**config.mk**
```make
export PLATFORM = sky130hd
export DESIGN_NAME = addr_gen_ctrl
export DESIGN_NICKNAME = d
export VERILOG_FILES = /design/src/rtl/addr_gen_ctrl.sv
export SDC_FILE = /design/constraint.sdc
export NUM_CORES = 1
export LEC_CHECK = 0
export ABC_AREA = 1
export BUFFER_PORTS_ARGS = -buffer_cell sky130_fd_sc_hd__buf_2
export CELL_PAD_IN_SITES_DETAIL_PLACEMENT = 0
export CELL_PAD_IN_SITES_GLOBAL_PLACEMENT = 1
export CORE_ASPECT_RATIO = 1.5
export CORE_MARGIN = 2
export CORE_UTILIZATION = 40
export CTS_CLUSTER_SIZE = 8
export DETAILED_ROUTE_END_ITERATION = 6
export PLACE_DENSITY_LB_ADDON = 0.05
export SYNTH_ARGS = -nofsm -noshare
export SYNTH_HDL_FRONTEND = slang
export SYNTH_SLANG_ARGS = --single-unit
export TNS_END_PERCENT = 5
```
**constraint.sdc**
```tcl
create_clock -name Clk -period 4.5 [get_ports Clk]
set_input_delay 0.225 -clock Clk [delete_from_list [all_inputs] [get_ports Clk]]
set_output_delay 0.225 -clock Clk [all_outputs]
set_load 0.01 [all_outputs]
```
**src/rtl/addr_gen_ctrl.sv**
```systemverilog
// Effective-address / immediate generator for the sLC-3 datapath (IDLE -> CALC -> HOLD).
// Optional perf counters (cnt_done, cnt_illegal) are built when AGC_PERF_CNT_EN is defined.
module addr_gen_ctrl #(
    parameter int unsigned PC_INC = 1,
    parameter int unsigned CNT_W  = 16
) (
    input  logic        Clk,
    input  logic        Reset_n,
    input  logic        req_valid,
    output logic        req_ready,
    input  logic [15:0] ir_in,
    input  logic [15:0] pc_in,
    input  logic [15:0] base_in,
    output logic        res_valid,
    input  logic        res_ready,
    output logic [15:0] ea_out,
    output logic [15:0] imm_out,
    output logic [1:0]  src_sel,
    output logic        illegal
`ifdef AGC_PERF_CNT_EN
    ,
    output logic [CNT_W-1:0] cnt_done,
    output logic [CNT_W-1:0] cnt_illegal
`endif
);

    typedef enum logic [1:0] {
        StIdle = 2'd0,
        StCalc = 2'd1,
        StHold = 2'd2
    } state_e;

    typedef enum logic [3:0] {
        OpBr   = 4'h0,
        OpAdd  = 4'h1,
        OpLd   = 4'h2,
        OpSt   = 4'h3,
        OpJsr  = 4'h4,
        OpAnd  = 4'h5,
        OpLdr  = 4'h6,
        OpStr  = 4'h7,
        OpRti  = 4'h8,
        OpNot  = 4'h9,
        OpLdi  = 4'hA,
        OpSti  = 4'hB,
        OpJmp  = 4'hC,
        OpRsv  = 4'hD,
        OpLea  = 4'hE,
        OpTrap = 4'hF
    } opcode_e;

    localparam logic [1:0] SrcNone = 2'd0;
    localparam logic [1:0] SrcPc   = 2'd1;
    localparam logic [1:0] SrcBase = 2'd2;
    localparam logic [1:0] SrcTrap = 2'd3;

    state_e state_q, state_d;

    logic [15:0] ir_q, pc_q, base_q;
    logic [15:0] ea_q, imm_q;
    logic [1:0]  src_q;
    logic        ill_q;

    logic [15:0] imm_d, ea_d, pc_eff, addend;
    logic [1:0]  src_d;
    logic        ill_d;
    logic        use_pc, use_base;
    logic        accept, consume;
    opcode_e     op;

    assign accept  = req_valid && req_ready;
    assign consume = (state_q == StHold) && res_ready;
    assign op      = opcode_e'(ir_q[15:12]);

    // ------------------------------------------------------------------
    // State machine
    // ------------------------------------------------------------------
    always_ff @(posedge Clk or negedge Reset_n) begin
        if (!Reset_n) begin
            state_q <= StIdle;
        end else begin
            state_q <= state_d;
        end
    end

    always_comb begin
        state_d = state_q;
        unique case (state_q)
            StIdle: if (accept) state_d = StCalc;
            StCalc: state_d = StHold;
            StHold: if (res_ready) state_d = StIdle;
            default: state_d = StIdle;
        endcase
    end

    // Gate with Reset_n so no request is advertised while the block is held in reset.
    assign req_ready = (state_q == StIdle) && Reset_n;
    assign res_valid = (state_q == StHold);

    // ------------------------------------------------------------------
    // Request capture: operands frozen at accept, later input changes ignored
    // ------------------------------------------------------------------
    always_ff @(posedge Clk or negedge Reset_n) begin
        if (!Reset_n) begin
            ir_q   <= '0;
            pc_q   <= '0;
            base_q <= '0;
        end else if (accept) begin
            ir_q   <= ir_in;
            pc_q   <= pc_in;
            base_q <= base_in;
        end
    end

    // ------------------------------------------------------------------
    // Field select, extension and address add
    // ------------------------------------------------------------------
    assign pc_eff = (PC_INC != 0) ? pc_q : (pc_q + 16'd1);

    always_comb begin
        imm_d    = '0;
        src_d    = SrcNone;
        ill_d    = 1'b0;
        use_pc   = 1'b0;
        use_base = 1'b0;
        unique case (op)
            OpAdd, OpAnd: begin
                if (ir_q[5]) imm_d = {{11{ir_q[4]}}, ir_q[4:0]};
            end
            OpBr, OpLd, OpSt, OpLdi, OpSti, OpLea: begin
                imm_d  = {{7{ir_q[8]}}, ir_q[8:0]};
                src_d  = SrcPc;
                use_pc = 1'b1;
            end
            OpJsr: begin
                if (ir_q[11]) begin
                    imm_d  = {{5{ir_q[10]}}, ir_q[10:0]};
                    src_d  = SrcPc;
                    use_pc = 1'b1;
                end else begin
                    src_d    = SrcBase;
                    use_base = 1'b1;
                end
            end
            OpJmp: begin
                src_d    = SrcBase;
                use_base = 1'b1;
            end
            OpLdr, OpStr: begin
                imm_d    = {{10{ir_q[5]}}, ir_q[5:0]};
                src_d    = SrcBase;
                use_base = 1'b1;
            end
            OpTrap: begin
                imm_d = {8'h00, ir_q[7:0]};
                src_d = SrcTrap;
            end
            OpRti, OpRsv: begin
                ill_d = 1'b1;
            end
            OpNot: begin
                imm_d = '0;
            end
            default: begin
                imm_d = '0;
            end
        endcase
    end

    always_comb begin
        addend = '0;
        if (use_pc) begin
            addend = pc_eff;
        end else if (use_base) begin
            addend = base_q;
        end
    end

    // Modulo-2^16 sum; carry out is deliberately dropped.
    assign ea_d = imm_d + addend;

    // ------------------------------------------------------------------
    // Result registers: loaded only in CALC so they stay stable through HOLD
    // ------------------------------------------------------------------
    always_ff @(posedge Clk or negedge Reset_n) begin
        if (!Reset_n) begin
            ea_q  <= '0;
            imm_q <= '0;
            src_q <= SrcNone;
            ill_q <= 1'b0;
        end else if (state_q == StCalc) begin
            ea_q  <= ea_d;
            imm_q <= imm_d;
            src_q <= src_d;
            ill_q <= ill_d;
        end
    end

    assign ea_out  = ea_q;
    assign imm_out = imm_q;
    assign src_sel = src_q;
    assign illegal = ill_q;

`ifdef AGC_PERF_CNT_EN
    // ------------------------------------------------------------------
    // Saturating performance counters, bumped on each consumed result
    // ------------------------------------------------------------------
    logic [CNT_W-1:0] cnt_done_q, cnt_ill_q;

    always_ff @(posedge Clk or negedge Reset_n) begin
        if (!Reset_n) begin
            cnt_done_q <= '0;
            cnt_ill_q  <= '0;
        end else if (consume) begin
            if (cnt_done_q != '1) cnt_done_q <= cnt_done_q + 1'b1;
            if (ill_q && (cnt_ill_q != '1)) cnt_ill_q <= cnt_ill_q + 1'b1;
        end
    end

    assign cnt_done    = cnt_done_q;
    assign cnt_illegal = cnt_ill_q;
`else
    logic unused_consume;
    assign unused_consume = consume;
`endif

endmodule

```
* Word-level counts from Yosys, hierarchy flattened *
Index checks and enable logic that the tools add are counted.

operators by class
  mux-type cells = 15
  equal/unequal tests = 18
  reductions and logical operators = 10
  add/subtract/negate cells = 1

operators with widths
  cell                  count
  $pmux W16 S5          1
  $mux W16              4
  $eq A4 B4 Y1 const B  7
  $add A16 B16 Y16      1
  $eq A4 B3 Y1 const B  4
  $eq A4 B2 Y1 const B  2
  $pmux W2 S4           1
  $mux W2               3
  $pmux W2 S3           1
  $reduce_or A2 Y1      3
  $reduce_or A6 Y1      1
  $eq A4 B1 Y1 const B  1
  $logic_not A4 Y1      1
  $pmux W1 S2           2
  $mux W1               3
  $reduce_or A3 Y1      1
  $eq A2 B1 Y1 const B  1
  $eq A2 B2 Y1 const B  1
  $logic_and A1 B1 Y1   2
  $logic_not A2 Y1      1
  $ne A2 B1 Y1 const B  1
  $ne A2 B2 Y1 const B  1
  $reduce_and A2 Y1     1

word-level totals
  register bits after elaboration = 85
  output and inout port bits = 37
  word-level logic and storage cells = 52
  input bits = 52

* Longest topological paths before layout *
Gate-level depths: netlist (run 1).

  depth in word-level cells = 6
  gate-level depth with buffers = 21
  depth with buffers taken out = 21

* Worst setup path after synthesis (run 1) *
OpenSTA, ideal clock, no wires.

  kind = flip-flop to flip-flop
  from = register ir_q[13]
  to = register ea_q[8], in the netlist ea_out[8]
  required time = 4,382 ps
  library setup time = 118 ps
  cell stages (with the launch flop) = 18
  buffers on the path = 1
  period minus slack after synthesis = 2,613 ps
  arrival time = 2,495 ps
  path slack = 1,887 ps
  path through = dfrtp_1 > inv_2 > nand2_1 > nand3_2 > nand2_8 > buf_2 > a22o_1 > ha_1 > fa_1 > nand3_1 > nand2_1 > nand2_1 > nand2_1 > nand3_1 > nand2_1 > or2_1 > nand3_1 > nand2_1

on the way
  word-level cells in the longest chain between the ends = 6
  elaborated cells between the ends (all ways) = 23
  classes of those cells = 1 x add/sub; 12 x eq/ne; 5 x mux; 5 x reduce/logical

ends and longest elaborated chain
  item                                                 line  source
  start, declared                                      59    logic [15:0] ir_q, pc_q, base_q;
  start signal, assigned                               109   ir_q <= ir_in;
  $eq A4 B3 Y1 / $eq A4 B4 Y1 (equally long branches)  126   unique case (op)
  $reduce_or A3 Y1 (no source line)                    n/a
  $pmux W1 S2                                          126
  $mux W16                                             174   end else if (use_base) begin
  $mux W16                                             172   if (use_pc) begin
  $add A16 B16 Y16 *                                   180   assign ea_d = imm_d + addend;
  end signal, assigned                                 187   ea_q <= '0;
  end signal, assigned                                 192   ea_q <= ea_d;
  end, declared                                        60    logic [15:0] ea_q, imm_q;

Mark *: on every way between the ends. The rest lies on a longest branch, timed or not.
A chain may end at the register's enable or synchronous reset.

* Worst setup path after layout (run 1) *
  from = register ir_q[13]
  to = register ea_q[8], in the netlist ea_out[8]

on the way
  elaborated cells between the ends (all ways) = 23
  classes of those cells = 1 x add/sub; 12 x eq/ne; 5 x mux; 5 x reduce/logical

RTL lines
  item                                      line  source
  $eq A4 B2 Y1 (tied with other cells)      126
  $reduce_or A6 Y1 (tied with other cells)  126
  $pmux W16 S5 *                            126
  net imm_d[0]                              64    logic [15:0] imm_d, ea_d, pc_eff, addend;
  $add A16 B16 Y16 *                        180

Mark *: on every way through the listed nets, which the timed path passes. The rest lies on a longest branch.

==> results of run 1 <==
## Yosys cell counts, types with 2 or more instances
master    number  area [µm²]
o21ai_1        2        10.0
dfrtp_1       80        2000
buf_2          6        30.0
o21bai_1       2        15.0
nor2_1        22        82.6
nor3_1         3        15.0
or2_2          2        12.5
inv_1         34         128
clkbuf_1      11        41.3
buf_4          5        37.5
nand3_2        2        20.0
xnor2_1        2        17.5
inv_2          7        26.3
nand4_1        3        18.8
nand3b_1       2        15.0
nand3_1       31         155
a31oi_1       10        62.6
nor2_4         2        22.5
a21oi_1       15        75.1
o21ai_0       22         110
nand2_2        4        25.0
a22o_1        15         131
ha_1          15         188
nand2_1      247         927
## metrics by stage
step / util, % / std cells
after floorplan: - / 554
after global placement: 46.0 / 767
after detailed placement: 46.0 / 767
after CTS: 48.6 / 783
after global routing: 48.6 / 783
final: 48.6 / 783
## flip-flops by register name, indices dropped and copies added, names as in the netlist
register and count:
base_q 16, ea_out 16, illegal 1, imm_out 11
ir_q 16, pc_eff 16, src_sel 2, state_q 2
## metal layers
metal	wire length, µm	global-route usage (%)
met1	5050	27.3
met2	5230	33.0
met3	387	3.20
met4	128	5.79
met5	0	0
## final cells by class
class,count,area (µm²)
fill,1092,5380
multi-input combinational,411,2010
sequential,80,2000
timing repair buffer,91,465
clock buffer,14,264
tap,144,180
inverter,41,154
clock inverter,2,13.8
## kinds of logic (layout without fill, tap and decap cells)
group           after synthesis  count (layout)  share of synthesized area, %
xor+xnor                      3               3                         0.614
compound gates               68              68                          9.80
simple gates                324             324                          31.8
flops                        80              80                          46.8
fa+ha+maj                    16              16                          4.86
buf+inv                      63             148                          6.14
## worst max path at each step
stage	slack [ps]	end	depth (start not counted)	from
global route	1320	ea_out[10]	17	ir_q[14]
detailed placement	1620	ea_out[8]	17	ir_q[13]
floorplan	1890	ea_out[8]	17	ir_q[13]
global placement	1710	ea_out[10]	16	ir_q[13]
finish	1590	ea_out[8]	17	ir_q[13]
CTS	1600	ea_out[8]	17	ir_q[13]
## power by group
group	total [mW]	internal [mW]	switching [mW]	leakage, nW
Clock	0.683	0.405	0.279	0.137
Sequential	1.09	0.946	0.143	1.00
Combinational	1.21	0.463	0.752	1.73
Total	2.99	1.81	1.17	2.87
==> results by group, run 1 <==
Drt
  – Detail Route Antenna Nets: 0
  – Iter 0 DRT Violations: 139
  – Final wirelength: 10.8 mm
  – Residual DRC count: 0
  – Vias: 3,736
  – Per-cell routed wire length: 13.8 µm
  – DRT Pass-1 Iters: 4
  – Routed vias/inst: 4.77

Critical path
  – Worst setup SP type: register
  – Crit path DAT: 3130 ps
  – Capture point of the worst reg-to-reg path: ea_out[8]
  – Crit Path Category: register to register
  – Most frequent cell on the critical path: nand2_1
  – Critical Path, Cell by Cell: inv_2 -> nand2_1 -> nand3_2 -> nand2_8 -> nor2_4 -> a31oi_1 -> ha_1 -> fa_1 -> nand3_1 -> nand2_1 -> nand2_1 -> nand2_1 -> nand3_1 -> nand2_1 -> or2_1 -> nand3_1 -> nand2_1
  – Worst reg2reg path depth: 17
  – Flop-to-flop setup slack: 1590 ps
  – Critical R2R Launch: ir_q[13]
  – CP delay by family, top: simple AND/OR/NAND/NOR gates
  – Crit end category: register
  – Critical-path top delay cell: fa_1
  – Max incr delay on CP: 440 ps
  – Critical Path Fanout Max: 18
  – CP bufs+invs: 1
  – CP required: 4720 ps

Die
  – Die area: 11,600 µm²
  – Boundary pin count: 89
  – Initial core utilization: 40.8%
  – Core Area: 10,500 µm²
  – Row count: 46
  – Die Wd: 88.4 µm
  – Die height: 131 µm

Global route
  – GR Overflow Total: 0
  – Global-route wire length before repair: 17.8 mm
  – All-Layer GR Usage: 20.1%
  – Largest net degree at the start of global routing: 81
  – Initial antenna violation count: 0
  – Vias in the first global route: 3,634

Pwr
  – Worst VDD drop: 0.000266 V
  – Leak: 2.87 nW
  – Overall power: 2.99 mW
  – PwrDens: 586 nW/µm²

Status
  – Status: finished clean

Logic synthesis
  – Number of flops mapped to enable cells by yosys: 0
  – Synthesized area: 4280 µm²
  – Library cells used by synthesis: 34
  – Synth Warn #: 0
  – Async SR Flop Fraction: 100%
  – Primary FF master, synth: dfrtp_1
  – Seq/Total Area, Yosys: 46.8%
  – Post-Syn Instances: 554
  – Syn avg cell area: 7.72 µm²
  – Syn nets: 622
  – Yosys reg bits: 80

Timing
  – Final hold vios: 0
  – Slew HR: 33.7%
  – Fin. max-slew vios: 0
  – Clk_skew: 5.06 ps
  – Max Clk Rate: 344 MHz
  – Final hold slack: 79.3 ps
  – Final Worst Setup Slack: 1590 ps
  – Setup TNS: 0 ps
  – Slew @ Worst Pin: 994 ps
  – RSZ-0062 raised after global routing: no
  – Final setup viols: 0
  – Crit path time final: 2910 ps
  – Fin crit share: 64.7%

CTS
  – Cts hold-fix bufs: 0
  – Worst-skew pair later-pin latency: 330 ps
  – Clock Path Buffers: 2
  – Clock slew at reported path FFs: 60 ps
  – CTS root buffer: clkbuf_16
  – Sink Count: 80
  – PostCTS Resize Cnt: 0
  – Setup bufs post-CTS: 0
  – Inserted Clock Buffers: 9
  – H-tree lvl count: 3
  – CTS tree: done

Placed design
  – I/O Buffers: 88
  – Detail Placement HPWL: 8.04 mm
  – DP Worst Slack: 1620 ps
  – Placed inst area: 4810 µm²
  – Final GP Congestion: 0.870

Finish
  – Number of diodes: 0
  – Commonest cells after routing, fill and taps aside: nand2_1 (247), buf_2 (87), dfrtp_1 (80)
  – Final nets: 702
  – Area Growth Syn to Fin: 19.0%
  – Commonest non-fill, non-tap cell in the layout: nand2_1
  – Post-route cell area: 5090 µm²
  – Layout cell share with drive strength beyond 1: 19.7%

Min path
  – Worst hold path startpoint: res_ready
  – Hold Crit Class: primary input to register
  – Hold Crit Depth: 2
  – Hold path endpoint: state_q[1]

Flow run
  – Max Cap Violations: 0
No activity file was read; power rests on OpenSTA's default activity.
==> inputs of run 2 (changes only) <==
ABC_AREA = 0   (was 1)
clock period = 2.9 ns   (was 4.5 ns; I/O delays follow)
==> results by group, run 2 <==
CTS
  – CTS tree: done
  – H-tree lvl count: 3
  – Inserted Clock Buffers: 9
  – Clock Path Buffers: 2
  – Worst-skew pair later-pin latency: 340 ps
  – Sink Count: 80
  – Clock slew at reported path FFs: 60 ps
  – CTS root buffer: clkbuf_16

Drt
  – DRT Pass-1 Iters: 4
  – Vias: 3,260
  – Final wirelength: 10.1 mm
  – Residual DRC count: 0
  – Detail Route Antenna Nets: 0
  – Routed vias/inst: 5.04
  – Per-cell routed wire length: 15.6 µm
  – Iter 0 DRT Violations: 82

Timing
  – Crit path time final: 2970 ps
  – RSZ-0062 raised after global routing: yes
  – Slew HR: 32.3%
  – Max Clk Rate: 336 MHz
  – Fin. max-slew vios: 0
  – Final Worst Setup Slack: -72.3 ps
  – Fin crit share: 102%
  – Final setup viols: 4
  – Slew @ Worst Pin: 1020 ps
  – Clk_skew: 6.24 ps
  – Final hold vios: 0

Pwr
  – Leak: 2.72 nW
  – Worst VDD drop: 0.000530 V
  – Overall power: 5.91 mW
  – PwrDens: 1060 nW/µm²

Die
  – Die Wd: 87.7 µm
  – Row count: 45
  – Boundary pin count: 89
  – Die height: 130 µm
  – Core Area: 10,200 µm²
  – Initial core utilization: 41.3%
  – Die area: 11,400 µm²

Critical path
  – Critical Path Fanout Max: 7
  – Crit end category: register
  – CP required: 3090 ps
  – Crit path DAT: 3160 ps
  – Worst setup SP type: register
  – Crit Path Category: register to register

Global route
  – GR Overflow Total: 0
  – Global-route wire length before repair: 16.1 mm
  – Initial antenna violation count: 0
  – All-Layer GR Usage: 18.7%
  – Largest net degree at the start of global routing: 81
  – Vias in the first global route: 3,278

Logic synthesis
  – Library cells used by synthesis: 53
  – Seq/Total Area, Yosys: 47.6%
  – Synth Warn #: 0
  – Synth top area share: 47.6%
  – Most area-consuming cells after synthesis: dfrtp_1 (48%), mux2_2 (15%), ha_1 (4.5%)
  – Cell with the most instances after synthesis: dfrtp_1
  – Async SR Flop Fraction: 100%
  – Number of flops mapped to enable cells by yosys: 0
  – Yosys reg bits: 80
  – Post-Syn Instances: 366
  – Primary FF master, synth: dfrtp_1
  – Synthesized area: 4200 µm²
  – Syn avg cell area: 11.5 µm²
  – Top cells by count, synth: dfrtp_1 (80), mux2_2 (56), nand2_1 (35)
  – Synth area leader: dfrtp_1
  – Syn nets: 434

Finish
  – Final nets: 569
  – Commonest cells after routing, fill and taps aside: buf_2 (87), dfrtp_1 (77), buf_4 (60)
  – Commonest non-fill, non-tap cell in the layout: buf_2
  – Fillers: 928
  – Number of diodes: 0
  – Area Growth Syn to Fin: 32.6%
  – Multi-input gate area: 2160 µm²
  – Register Area: 2010 µm²
  – Final cell count without fillers: 647
  – Layout cell share with drive strength beyond 1: 49.4%
  – Final Util: 54.7%

Status
  – Status: finished, violations left
  – Violated checks: setup timing

Placed design
  – Detail Placement HPWL: 7.60 mm
  – Final GP Congestion: 0.825
  – I/O Buffers: 88
  – Post-placement cell count: 622

Min path
  – Hold Crit Class: primary input to register

Flow run
  – Max Cap Violations: 0
==> run 2: cell types whose count changed after synthesis, moves of 7 or more <==
cell      previous run  this run
inv_2                7         0
a21o_1               1        13
mux2_2               0        56
a31oi_1             10         3
inv_1               34         4
nor2_1              22         8
o21ai_0             22        14
nand3_1             31         6
nand2_1            247        35
nand2b_1             0         7
a21oi_1             15         6
and2_1               0         7
==> run 2: timing repair <==
action                                 in CTS  in global routing
setup endpoints to repair                  10                 10
pin swaps                                  10                 11
gates resized for setup                    12                 16
cloned                                      0                  0
buffers inserted                            5                  2
hold buffers                                2                  0
endpoints found under the hold margin       2                  0
==> run 2: area by class of cell <==
cell class	count	area share (%)
multi-input cells	257	38.7
flip-flops and latches	80	36.0
clock buffers	11	4.18
inverters	4	0.269
repair buffers	149	16.3
clock inverters	5	1.46
well taps	141	3.16
==> run 2: cell families (layout without fill, tap and decap cells) <==
family | count (synthesis) | count (layout) | synth area share, %
buf+inv | 29 | 169 | 3.75
flops | 80 | 80 | 47.6
fa+ha+maj | 16 | 16 | 4.94
xor+xnor | 10 | 10 | 2.08
compound gates | 83 | 83 | 14.6
mux | 57 | 57 | 15.2
simple gates | 91 | 91 | 11.8
==> run 2: final timing paths <==
kind	from	to	slack, ps	cells past startpoint
max in group asynchronous	Reset_n	ir_q[12]	2150	2
max reg2reg	ir_q[13]	ea_out[8]	-70	13
max	ir_q[13]	ea_out[8]	-70	13
min reg2reg	ea_out[13]	ea_out[13]	470	2
min	base_in[13]	base_q[13]	30	2
min in group asynchronous	Reset_n	state_q[1]	50	2
==> run 2: report_power, final <==
part	internal, mW	switching, mW	total (mW)	leakage (nW)
Combinational	1.55	1.41	2.95	1.60
Sequential	1.50	0.250	1.75	0.965
Clock	0.754	0.451	1.20	0.150
==> run 2: layer usage <==
| metal | part of all wire [%] | GRT usage, % |
|---|---|---|
| met1 | 41 | 22.1 |
| met2 | 53 | 32.0 |
| met5 | 0 | 0 |
| met3 | 3.1 | 2.87 |
| met4 | 3.1 | 10.1 |
==> run 2: critical path, stage by stage (launching register included) <==
cell and delay, ps:
dfrtp_1 410, nand2b_4 160, a211oi_2 70, or2_4 300, a22o_1 200, ha_2 190
fa_2 340, a21o_1 170, a21o_1 200, a2111oi_4 330, buf_4 190, o21bai_1 70
xnor2_1 140, o21ai_1 70
==> run 2: per-stage QoR <==
step           instance area (µm²)  setup WS (ps)  setup TNS [ps]  hold slack, ps
2_1_floorplan                 4240          -70.5            -228            -151
4_1_cts                       5490           -169            -659            21.0
3_3_place_gp                  5080           -317           -1200             337
6_report                      5570          -72.3            -168            34.4
5_1_grt                       5570           -182           -1050            22.5
3_5_place_dp                  5080           -364           -1800             345
